### src/rtl/sseg4_scan.sv
// Refresh controller for a 4-digit seven-segment display. Scans the digits,
// blanks the anodes at the start of every slot, and snapshots the value once per frame.
module sseg4_scan #(
  parameter int REFRESH_DIV  = 100000,
  parameter int BLANK_CYCLES = 1000
) (
  input  logic        clk,
  input  logic        reset_n,
  input  logic [15:0] data_in,
  input  logic        hex_dec_in,
  input  logic        sign_in,
  input  logic        hold,
  input  logic [3:0]  an_in,
  output logic [15:0] data,
  output logic        hex_dec,
  output logic        sign,
  output logic [1:0]  digit_sel,
  output logic [3:0]  an,
  output logic        frame_start
);

  localparam int            CW       = (REFRESH_DIV > 1) ? $clog2(REFRESH_DIV) : 1;
  localparam logic [CW-1:0] CNT_LAST = CW'(REFRESH_DIV - 1);

  typedef enum logic {
    ST_BLANK = 1'b0,
    ST_SHOW  = 1'b1
  } state_t;

  state_t        r_state;
  state_t        w_state_nxt;
  logic [CW-1:0] r_cnt;
  logic [CW-1:0] w_cnt_nxt;
  logic [1:0]    r_digit_sel;
  logic          r_frame_start;
  logic [15:0]   r_data;
  logic          r_hex_dec;
  logic          r_sign;
  logic          w_wrap;
  logic          w_frame_nxt;
  logic          w_blank_nxt;

  assign w_wrap      = (r_cnt == CNT_LAST);
  assign w_cnt_nxt   = w_wrap ? '0 : r_cnt + CW'(1);
  assign w_frame_nxt = w_wrap && (r_digit_sel == 2'd3);

  // The phase is decided from the next count so show stays aligned with cnt.
  generate
    if (BLANK_CYCLES == 0) begin : g_noblank
      assign w_blank_nxt = 1'b0;
    end else begin : g_blank
      localparam logic [CW-1:0] BLANK_LIM = CW'(BLANK_CYCLES);
      assign w_blank_nxt = (w_cnt_nxt < BLANK_LIM);
    end
  endgenerate

  always_comb begin
    w_state_nxt = ST_BLANK;
    if (!w_blank_nxt) begin
      w_state_nxt = ST_SHOW;
    end
  end

  always_ff @(posedge clk or negedge reset_n) begin
    if (!reset_n) begin
      r_state       <= ST_BLANK;
      r_cnt         <= '0;
      r_digit_sel   <= 2'd0;
      r_frame_start <= 1'b0;
      r_data        <= 16'h0000;
      r_hex_dec     <= 1'b0;
      r_sign        <= 1'b0;
    end else begin
      r_state       <= w_state_nxt;
      r_cnt         <= w_cnt_nxt;
      r_frame_start <= w_frame_nxt;
      if (w_wrap) begin
        r_digit_sel <= r_digit_sel + 2'd1;
      end
      if (w_frame_nxt && !hold) begin
        r_data    <= data_in;
        r_hex_dec <= hex_dec_in;
        r_sign    <= sign_in;
      end
    end
  end

  // Anode gate is combinational so it tracks sseg4's segment timing exactly.
  assign an          = (r_state == ST_SHOW) ? an_in : 4'b1111;
  assign digit_sel   = r_digit_sel;
  assign frame_start = r_frame_start;
  assign data        = r_data;
  assign hex_dec     = r_hex_dec;
  assign sign        = r_sign;

endmodule

### config.mk
export PLATFORM = sky130hd
export DESIGN_NAME = sseg4_scan
export DESIGN_NICKNAME = d
export VERILOG_FILES = /design/src/rtl/sseg4_scan.sv
export SDC_FILE = /design/constraint.sdc
export NUM_CORES = 1
export LEC_CHECK = 0
export CELL_PAD_IN_SITES_DETAIL_PLACEMENT = 0
export CELL_PAD_IN_SITES_GLOBAL_PLACEMENT = 1
export CORE_ASPECT_RATIO = 0.7
export CORE_MARGIN = 8
export CORE_UTILIZATION = 33
export CTS_CLUSTER_DIAMETER = 200
export DETAILED_ROUTE_END_ITERATION = 7
export GPL_ROUTABILITY_DRIVEN = 0
export PLACE_DENSITY_LB_ADDON = 0.1
export SLEW_MARGIN = 10
export SYNTH_ARGS = -nofsm -noshare
export SYNTH_HDL_FRONTEND = slang
export SYNTH_SLANG_ARGS = --single-unit
### constraint.sdc
create_clock -name clk -period 2.2 [get_ports clk]
set_clock_uncertainty 0.1 [all_clocks]
set_input_delay 0.66 -clock clk [delete_from_list [all_inputs] [get_ports clk]]
set_output_delay 0.66 -clock clk [all_outputs]
set_load 0.05 [all_outputs]
* After elaboration in Yosys (flattened, before gate mapping)
Cells that the tools add are included.
** Word-level totals
- Register bits :: 39
- Logic and storage cells :: 18
** Cells by class
- Add/subtract/negate cells :: 2
- Magnitude comparators :: 1
- Eq/ne operators :: 2
- Muxes and demuxes :: 3
- Reductions and logical operators :: 3
** Operators with widths (number)
- 17-bit by 1-bit adder with 17-bit output, second input constant :: 1
- 17-bit equality test, second input constant :: 1
- 17-bit by 10-bit less-than comparator with 1-bit output, second input constant :: 1
- 17-bit two-way mux :: 1
- 4-bit two-way mux :: 1
- 2-bit by 1-bit adder with 2-bit output, second input constant :: 1
- 2-bit equality test, second input constant :: 1
- 1-bit logical AND :: 2
- 1-bit logical NOT :: 1
- 1-bit two-way mux :: 1

* Longest topological paths before layout
Gate-level depths: netlist of the first run.
- Word-level depth :: 4
- Gate-level depth with buffers :: 8
- Depth with buffers taken out :: 7

* Worst setup path after synthesis of the first run
OpenSTA, ideal clock, no wires.
- Path kind :: flip-flop to flip-flop
- From :: register r_cnt[0]
- To :: register r_data[0], in the netlist data[0]
- Data arrival time :: 1.878 ns
- Required time :: 1.975 ns
- Slack :: 0.097 ns
- Cell stages (with the launch flop) :: 9
- Path buffers :: 2
- Clock period less this slack :: 2.103 ns
- Cell sequence :: dfrtp_1 -> ha_1 -> nand4_1 -> nor4_1 -> and4_2 -> and2b_1 -> buf_6 -> buf_6 -> mux2_2
** On the way
- Word-level cells in the longest chain between the ends :: 3
** RTL lines
- from (decl) :: line 32 : logic [CW-1:0] r_cnt;
- from (signal assigned) :: line 75 : r_cnt <= w_cnt_nxt;
- 17-bit equality test :: line 43 : assign w_wrap = (r_cnt == CNT_LAST);
- 1-bit logical AND :: line 45 : assign w_frame_nxt = w_wrap && (r_digit_sel == 2'd3);
- named net w_frame_nxt :: line 40 : logic w_frame_nxt;
- 1-bit logical AND :: line 80 : if (w_frame_nxt && !hold) begin
- to (signal assigned) :: line 81 : r_data <= data_in;
- to (decl) :: line 36 : logic [15:0] r_data;
The timed path passes the listed nets, and every way through them passes these cells.
A chain may end at the register's enable or synchronous reset.

* Worst setup path after layout of the first run
- From :: input an_in[0]
- To :: output an[0]
** On the way
- Word-level cells in the longest chain between the ends :: 1
** RTL lines
- from (decl) :: line 13 : input logic [3:0] an_in,
- 4-bit two-way mux :: line 89 : assign an = (r_state == ST_SHOW) ? an_in : 4'b1111;
- to (decl) :: line 18 : output logic [3:0] an,
Every way passes these cells.

==> results of run 1 <==
-- layout make-up --
cell class / instances / area share, %
Clock inverter: 2 / 2.30
Timing Repair Buffer: 65 / 23.7
Tap cell: 72 / 3.45
Inverter: 1 / 0.144
Multi-Input combinational cell: 100 / 30.3
Sequential cell: 39 / 37.4
Clock buffer: 6 / 2.78
-- cells by family (layout without fill, tap and decap cells) --
kind of cell    Yosys count  in the layout  share of synthesized area (%)
xor+xnor                 16             16                           7.77
fa+ha+maj                 2              2                           1.39
compound gates            7              7                           3.19
flops                    39             39                           54.1
buf+inv                   6             74                           2.78
simple gates             55             55                           18.3
mux                      20             20                           12.4
-- synthesized netlist by cell type --
| cell type | count |
|---|---|
| nand2b_1 | 4 |
| mux2i_1 | 1 |
| nor3_2 | 1 |
| and4_1 | 1 |
| nor4b_4 | 1 |
| a21oi_2 | 1 |
| and2_2 | 3 |
| a32o_1 | 1 |
| buf_2 | 1 |
| and2b_1 | 1 |
| nor3b_1 | 1 |
| o21ai_0 | 1 |
| nand3_2 | 1 |
| dfrtp_1 | 39 |
| a32oi_1 | 1 |
| nor2_1 | 8 |
| and3_1 | 5 |
| buf_4 | 1 |
| ha_1 | 2 |
| nand2_1 | 8 |
| nand3_1 | 10 |
| a211o_1 | 1 |
| xnor2_1 | 10 |
| mux2_2 | 19 |
| xor2_1 | 6 |
| inv_1 | 1 |
| nor4_1 | 1 |
| buf_6 | 3 |
| a22oi_1 | 1 |
| o311ai_0 | 1 |
| or3_1 | 1 |
| and4bb_2 | 1 |
| and4_2 | 1 |
| nand4_1 | 3 |
| nor3_1 | 4 |
-- flip-flops by register name (all words and copies together) (netlist names) --
register	cells
frame_start	1
data	16
sign	1
r_state	1
r_cnt	17
digit_sel	2
hex_dec	1
-- metrics by stage --
step	util (%)	area [sq um]	hold WS [ns]	cells	setup slack (ns)
6_report	49.7	2610	0.195	285	0.0442
5_1_grt	49.7	2610	0.225	285	0.00452
4_1_cts	49.4	2600	0.204	285	0.0137
3_5_place_dp	46.9	2460	0.398	277	0.00957
3_3_place_gp	46.9	2460	0.391	277	0.0498
2_1_floorplan	-	1800	0.264	145	0.0972
-- worst min-delay path by stage --
stage | startpoint | endpoint | slack [ns] | cells past startpoint
2_1_floorplan | reset_n | data[0] | 0.26 | 0
3_3_place_gp | digit_sel[0] | digit_sel[0] | 0.39 | 1
3_5_place_dp | data[6] | data[6] | 0.40 | 1
4_1_cts | reset_n | data[6] | 0.20 | 1
5_1_grt | reset_n | data[6] | 0.23 | 1
6_report | reset_n | data[6] | 0.20 | 1
-- layer usage --
metal | part of all wire [%] | track usage (%) | up-vias
li1 | - | - | 647
met1 | 48 | 13.6 | 661
met2 | 43 | 15.5 | 32
met3 | 7.4 | 5.03 | 5
met4 | 0.99 | 3.45 | 0
met5 | 0 | 0 | -
-- power groups by stage --
stage            logic, W  clock network (W)  registers (W)
6_report        0.0000607           0.000711       0.000716
5_1_grt         0.0000671           0.000759       0.000716
4_1_cts         0.0000614           0.000729       0.000716
3_5_place_dp    0.0000614                  0       0.000730
3_3_place_gp    0.0000596                  0       0.000730
2_1_floorplan  0.00000152                  0       0.000731
-- worst reg2reg max path, stage by stage (launching register included) --
cell     delay [ns]
dfrtp_1        0.41
nor4b_4        0.38
nand3_2        0.16
or3_1          0.39
a211o_1        0.32
a21oi_2        0.15
nand3_1        0.09
-- repair_timing --
action	in CTS	in global routing
resized for setup	0	2
hold endpoints to repair	0	0
endpoints found under the setup margin	0	3
==> metrics.csv, run 1 <==
stage;metric;value;unit
status;status;completed;
die;die width;104;um
worst_setup_path;Startpoint Class;input pin;
worst_setup_path;Setup CP Type;input pin to output port;
layout;commonest non-fill, non-tap cell in the layout;dfrtp_1;
synth;post-synth cell types;35;
timing;unrepaired setup endpoints after global routing;no;
worst_setup_path;reg2reg end;r_state;
power_and_ir_drop;register share of total power;48.1;%
clock_tree;CTS H-tree lvls;2;
detailed_routing;Via density;4.72;
power_and_ir_drop;PD cells;570;nW/um^2
timing;final-report max-slew violation count;0;
worst_setup_path;WP depth;3;
power_and_ir_drop;Design Power;0.00149;W
layout;register cell area after layout;976;sq um
layout;fill count;463;
hold_path;worst min-delay path category;input pin to asynchronous set/reset pin;
layout;area delta synth->final;44.9;%
timing;Worst Max-Slew Pin Slew;0.433;ns
detailed_routing;DR iter-0 viols;40;
power_and_ir_drop;leakage power;1.26;nW
synth;warnings from Yosys;0;
clock_tree;Num CTS Buffers;5;
synth;post-synthesis register bit count;39;
power_and_ir_drop;P_int;0.00121;W
timing;min Tclk post-route;2.16;ns
grt;first-pass GRT wire length;7.00;mm
synth;area leader, netlist;dfrtp_1;
layout;area of the multi-input gates;792;sq um
worst_setup_path;WP data required;1.44;ns
clock_tree;CTS tree;yes;
clock_tree;Setup Fix Bufs, Post-CTS;0;
worst_setup_path;FF-to-FF setup slack;0.09;ns
detailed_routing;total routed wirelength;4.14;mm
power_and_ir_drop;maximum vdd drop;0.326;mV
worst_setup_path;crit end category;output port;
detailed_routing;DRC;0;
timing;normalized max-slew margin;71.1;%
layout;ant diodes;0;
worst_setup_path;CP startpoint;an_in[0];
grt;total grt overflow;0;
detailed_routing;TritonRoute pass-1 iters;4;
synth;syn nets;172;
worst_setup_path;crit-path leading delay family;buffers and inverters;
worst_setup_path;slowest CP cell;clkdlybuf4s50_1;
die;Starting Density;34.3;%
die;die height;77.8;um
worst_setup_path;CP max stage delay;0.45;ns
worst_setup_path;worst reg2reg path startpoint;r_cnt[5];
flow_run;Max Cap Violations;0;
timing;Fin. Hold Viols;0;
grt;largest net degree at the start of global routing;23;
timing;final setup fails;0;
synth;syn_area_per_cell;12.4;sq um
clock_tree;root buffer cell;clkbuf_8;
power_and_ir_drop;switching pwr;0.000277;W
die;full die area;8120;sq um
power_and_ir_drop;sw frac;18.6;%
grt;vias in the first global route;1426;
timing;Highest Clock Rate;464;MHz
clock_tree;clock sinks;39;
worst_setup_path;worst r2r path cells;6;
layout;nets;239;
clock_tree;Worst-path clk slew;0.08;ns
grt;GRT Total Usage;10.6;%
detailed_routing;Vias;1345;
timing;Tcrit/Tclk final;98.0;%
clock_tree;clk_lat worst skew;0.30;ns
layout;layout cells sized above 1;37.1;%
power_and_ir_drop;Clock Power Share;47.8;%
placed_design;# port buffers;49;
die;# IOs;50;
worst_setup_path;Worst setup endpoint;an[0];
detailed_routing;Routed wire per std cell;14.5;um
layout;commonest cells after routing, fill and taps aside;dfrtp_1 (39), buf_4 (35), clkdlybuf4s50_1 (23);
placed_design;post-DP HPWL;3.27;mm
clock_tree;cts hold-fix bufs;0;
worst_setup_path;Buffers & Inverters on Critical Path;2;
synth;Post-Synthesis Cells;145;
grt;initial antenna violation count;0;
clock_tree;Max Buffers Root-to-Sink;2;
synth;Area contributors post-synth;dfrtp_1 (54%), mux2_2 (12%), xnor2_1 (4.9%);
worst_setup_path;CP Max Fanout;1;
synth;cell area after synthesis;1800;sq um
synth;post-synth top area share;54.1;%
detailed_routing;Final ANT Viol Nets;0;
synth;sequential fraction of the synthesis area;54.1;%
die;row cnt;22;
worst_setup_path;worst-path cell chain;clkdlybuf4s50_1 > nand2b_1 > buf_12;
worst_setup_path;CP Data Arrival Time;1.40;ns
power_and_ir_drop;Comb pwr share;4.1;%
die;core area;5260;sq um
timing;setup_tns;0;ns
No activity file was read; power rests on OpenSTA's default activity.
==> run 2: changes to the inputs <==
--- a/config.mk
+++ b/config.mk
@@ -14,7 +14,7 @@
 export DETAILED_ROUTE_END_ITERATION = 7
 export GPL_ROUTABILITY_DRIVEN = 0
 export PLACE_DENSITY_LB_ADDON = 0.1
-export SLEW_MARGIN = 10
+export SLEW_MARGIN = 0
 export SYNTH_ARGS = -nofsm -noshare
 export SYNTH_HDL_FRONTEND = slang
 export SYNTH_SLANG_ARGS = --single-unit
==> results of run 2 <==
Final layout, timing and power as in run 1 (identical DEF).
==> run 3: changes to the inputs <==
--- a/config.mk
+++ b/config.mk
@@ -9,12 +9,14 @@
 export CELL_PAD_IN_SITES_GLOBAL_PLACEMENT = 1
 export CORE_ASPECT_RATIO = 0.7
 export CORE_MARGIN = 8
-export CORE_UTILIZATION = 33
+export CORE_UTILIZATION = 43
 export CTS_CLUSTER_DIAMETER = 200
 export DETAILED_ROUTE_END_ITERATION = 7
+export DONT_BUFFER_PORTS = 1
 export GPL_ROUTABILITY_DRIVEN = 0
 export PLACE_DENSITY_LB_ADDON = 0.1
 export SLEW_MARGIN = 0
 export SYNTH_ARGS = -nofsm -noshare
 export SYNTH_HDL_FRONTEND = slang
 export SYNTH_SLANG_ARGS = --single-unit
+export TNS_END_PERCENT = 30
==> metrics.csv, run 3 (synthesis gave the netlist of run 1 again) <==
stage;metric;value;unit;change
power_and_ir_drop;sw frac;22.2;%;+3.6 points
power_and_ir_drop;P_int;0.000942;W;-22%
hold_path;worst min-delay path category;input pin to asynchronous set/reset pin;;
grt;GRT Total Usage;11.9;%;+1.2 points
grt;first-pass GRT wire length;6.20;mm;-12%
detailed_routing;DRT met1 WL;1.57;mm;-22%
detailed_routing;Vias;1160;;-14%
clock_tree;Max Buffers Root-to-Sink;2;;unchanged
worst_setup_path;Startpoint Class;flop;;
worst_setup_path;CP max stage delay;0.39;ns;-0.06 ns
timing;Fin. Hold Viols;0;;unchanged
status;status;completed;;
layout;commonest non-fill, non-tap cell in the layout;dfrtp_1;;
detailed_routing;TritonRoute pass-1 iters;4;;unchanged
worst_setup_path;WP data required;2.26;ns;+0.82 ns
worst_setup_path;slowest CP cell;dfrtp_1;;
detailed_routing;DR iter-0 viols;67;;+68%
timing;min Tclk post-route;2.10;ns;-0.0605 ns
detailed_routing;routed wl met3;333;um;+8.5%
layout;area delta synth->final;16.7;%;
detailed_routing;Via density;5.27;;+12%
grt;total grt overflow;0;;unchanged
timing;final setup fails;0;;unchanged
worst_setup_path;crit-path leading delay family;simple AND/OR/NAND/NOR gates;;
detailed_routing;total routed wirelength;3.72;mm;-10%
layout;layout cells sized above 1;35.1;%;-2.0 points
power_and_ir_drop;Design Power;0.00121;W;-19%
layout;ant diodes;0;;unchanged
clock_tree;Worst-path clk slew;0.08;ns;about the same
power_and_ir_drop;maximum vdd drop;0.313;mV;-3.8%
die;Starting Density;45.4;%;+11 points
power_and_ir_drop;switching pwr;0.000269;W;-2.7%
power_and_ir_drop;leakage power;0.993;nW;-21%
placed_design;dpl ws;0.0936;ns;+0.0841 ns
detailed_routing;Max Used Layer;met4;;
worst_setup_path;Setup CP Type;flop to flop;;
die;die width;93.4;um;-10%
layout;max FFs per register;17;;unchanged
detailed_routing;Routed wire per std cell;16.9;um;+16%
clock_tree;clk_lat worst skew;0.29;ns;about the same
grt;largest net degree at the start of global routing;40;;+74%
worst_setup_path;CP Max Fanout;4;;+3
placed_design;post-DP HPWL;2.82;mm;-14%
timing;Tcrit/Tclk final;95.2;%;-2.8 points
power_and_ir_drop;Clock Power Share;39.4;%;-8.4 points
clock_tree;CTS tree;yes;;
worst_setup_path;CP Data Arrival Time;2.16;ns;+0.76 ns
die;row cnt;19;;-14%
power_and_ir_drop;register share of total power;59.1;%;+11 points
detailed_routing;WL met2;1.79;mm;about the same
grt;initial antenna violation count;0;;unchanged
die;# IOs;50;;unchanged
layout;nets;194;;-19%
die;full die area;6550;sq um;-19%
timing;Highest Clock Rate;477;MHz;+2.9%
die;die height;70.2;um;-9.8%
detailed_routing;Final ANT Viol Nets;0;;unchanged
layout;commonest cells after routing, fill and taps aside;dfrtp_1 (39), mux2_2 (18), buf_4 (18);;
grt;vias in the first global route;1197;;-16%
clock_tree;Num CTS Buffers;5;;unchanged
clock_tree;clock sinks;39;;unchanged
timing;worst setup margin;0.105;ns;+0.0605 ns
worst_setup_path;worst-path cell chain;ha_2 > nand4_1 > buf_4 > or3_4 > a211o_1 > a21oi_2 > nand3_1;;
power_and_ir_drop;PD cells;576;nW/um^2;+1.1%
detailed_routing;DRC;0;;unchanged
timing;unrepaired setup endpoints after global routing;yes;;
timing;normalized max-slew margin;67.2;%;-3.9 points
clock_tree;root buffer cell;clkbuf_8;;
timing;Worst Max-Slew Pin Slew;0.485;ns;+0.0526 ns
die;core area;3970;sq um;-24%
worst_setup_path;crit end category;flop;;
timing;final-report max-slew violation count;0;;unchanged
worst_setup_path;Buffers & Inverters on Critical Path;1;;-1
flow_run;Max Cap Violations;0;;unchanged
layout;Biggest register;r_cnt;;
clock_tree;CTS H-tree lvls;2;;unchanged
placed_design;# port buffers;0;;-100%
power_and_ir_drop;Comb pwr share;1.5;%;-2.6 points
-- run 3: through the flow --
step	instances	util (%)	instance area, sq um	setup TNS, ns	hold slack [ns]
2_1_floorplan	145	-	1800	0	0.264
3_3_place_gp	210	49.6	1970	0	0.265
3_5_place_dp	210	49.6	1970	0	0.265
4_1_cts	219	52.3	2080	0	0.102
5_1_grt	220	53.0	2100	-0.355	0.109
6_report	220	53.0	2100	0	0.0985
-- run 3: power by group through the flow --
stage / sequential, W / clock [W] / combinational, W
detailed placement: 0.000731 / 0 / 0.00000152
global route: 0.000716 / 0.000526 / 0.0000220
finish: 0.000716 / 0.000477 / 0.0000183
global placement: 0.000731 / 0 / 0.00000152
floorplan: 0.000731 / 0 / 0.00000152
CTS: 0.000716 / 0.000503 / 0.0000198
-- run 3: final cells by class --
cell class                 instances  area, sq um
fill                             361         1870
sequential                        39          976
multi-input combinational        100          795
timing repair buffer              20          175
clock buffer                       5         68.8
tap                               52         65.1
clock inverter                     3         20.0
inverter                           1         3.75
-- run 3: path summary, 6_finish.rpt --
check	startpoint	endpoint	slack, ns	cells past startpoint
max	r_cnt[0]	r_state	0.10	7
min	reset_n	frame_start	0.1	1
max reg2reg	r_cnt[0]	r_state	0.10	7
min reg2reg	r_cnt[11]	r_cnt[11]	0.46	1
max in group asynchronous	reset_n	r_cnt[4]	1.71	1
min in group clk	data_in[11]	data[11]	0.42	1
-- run 3: timing repair --
action,4_1_cts,5_1_grt
hold buffers,1,0
setup buffers,0,1
hold endpoints to repair,39,0
gates resized for setup,0,4
endpoints found under the setup margin,0,19
-- run 3: per-layer routing --
layer	vias up	track usage, %
li1	553	-
met2	36	18.6
met3	4	5.12
met5	-	0
met1	567	14.4
met4	0	3.20
-- run 3: worst reg2reg max path, stage by stage (launching register included) --
cell,delay (ns)
dfrtp_1,0.39
ha_2,0.20
nand4_1,0.16
buf_4,0.20
or3_4,0.38
a211o_1,0.32
a21oi_2,0.14
nand3_1,0.09
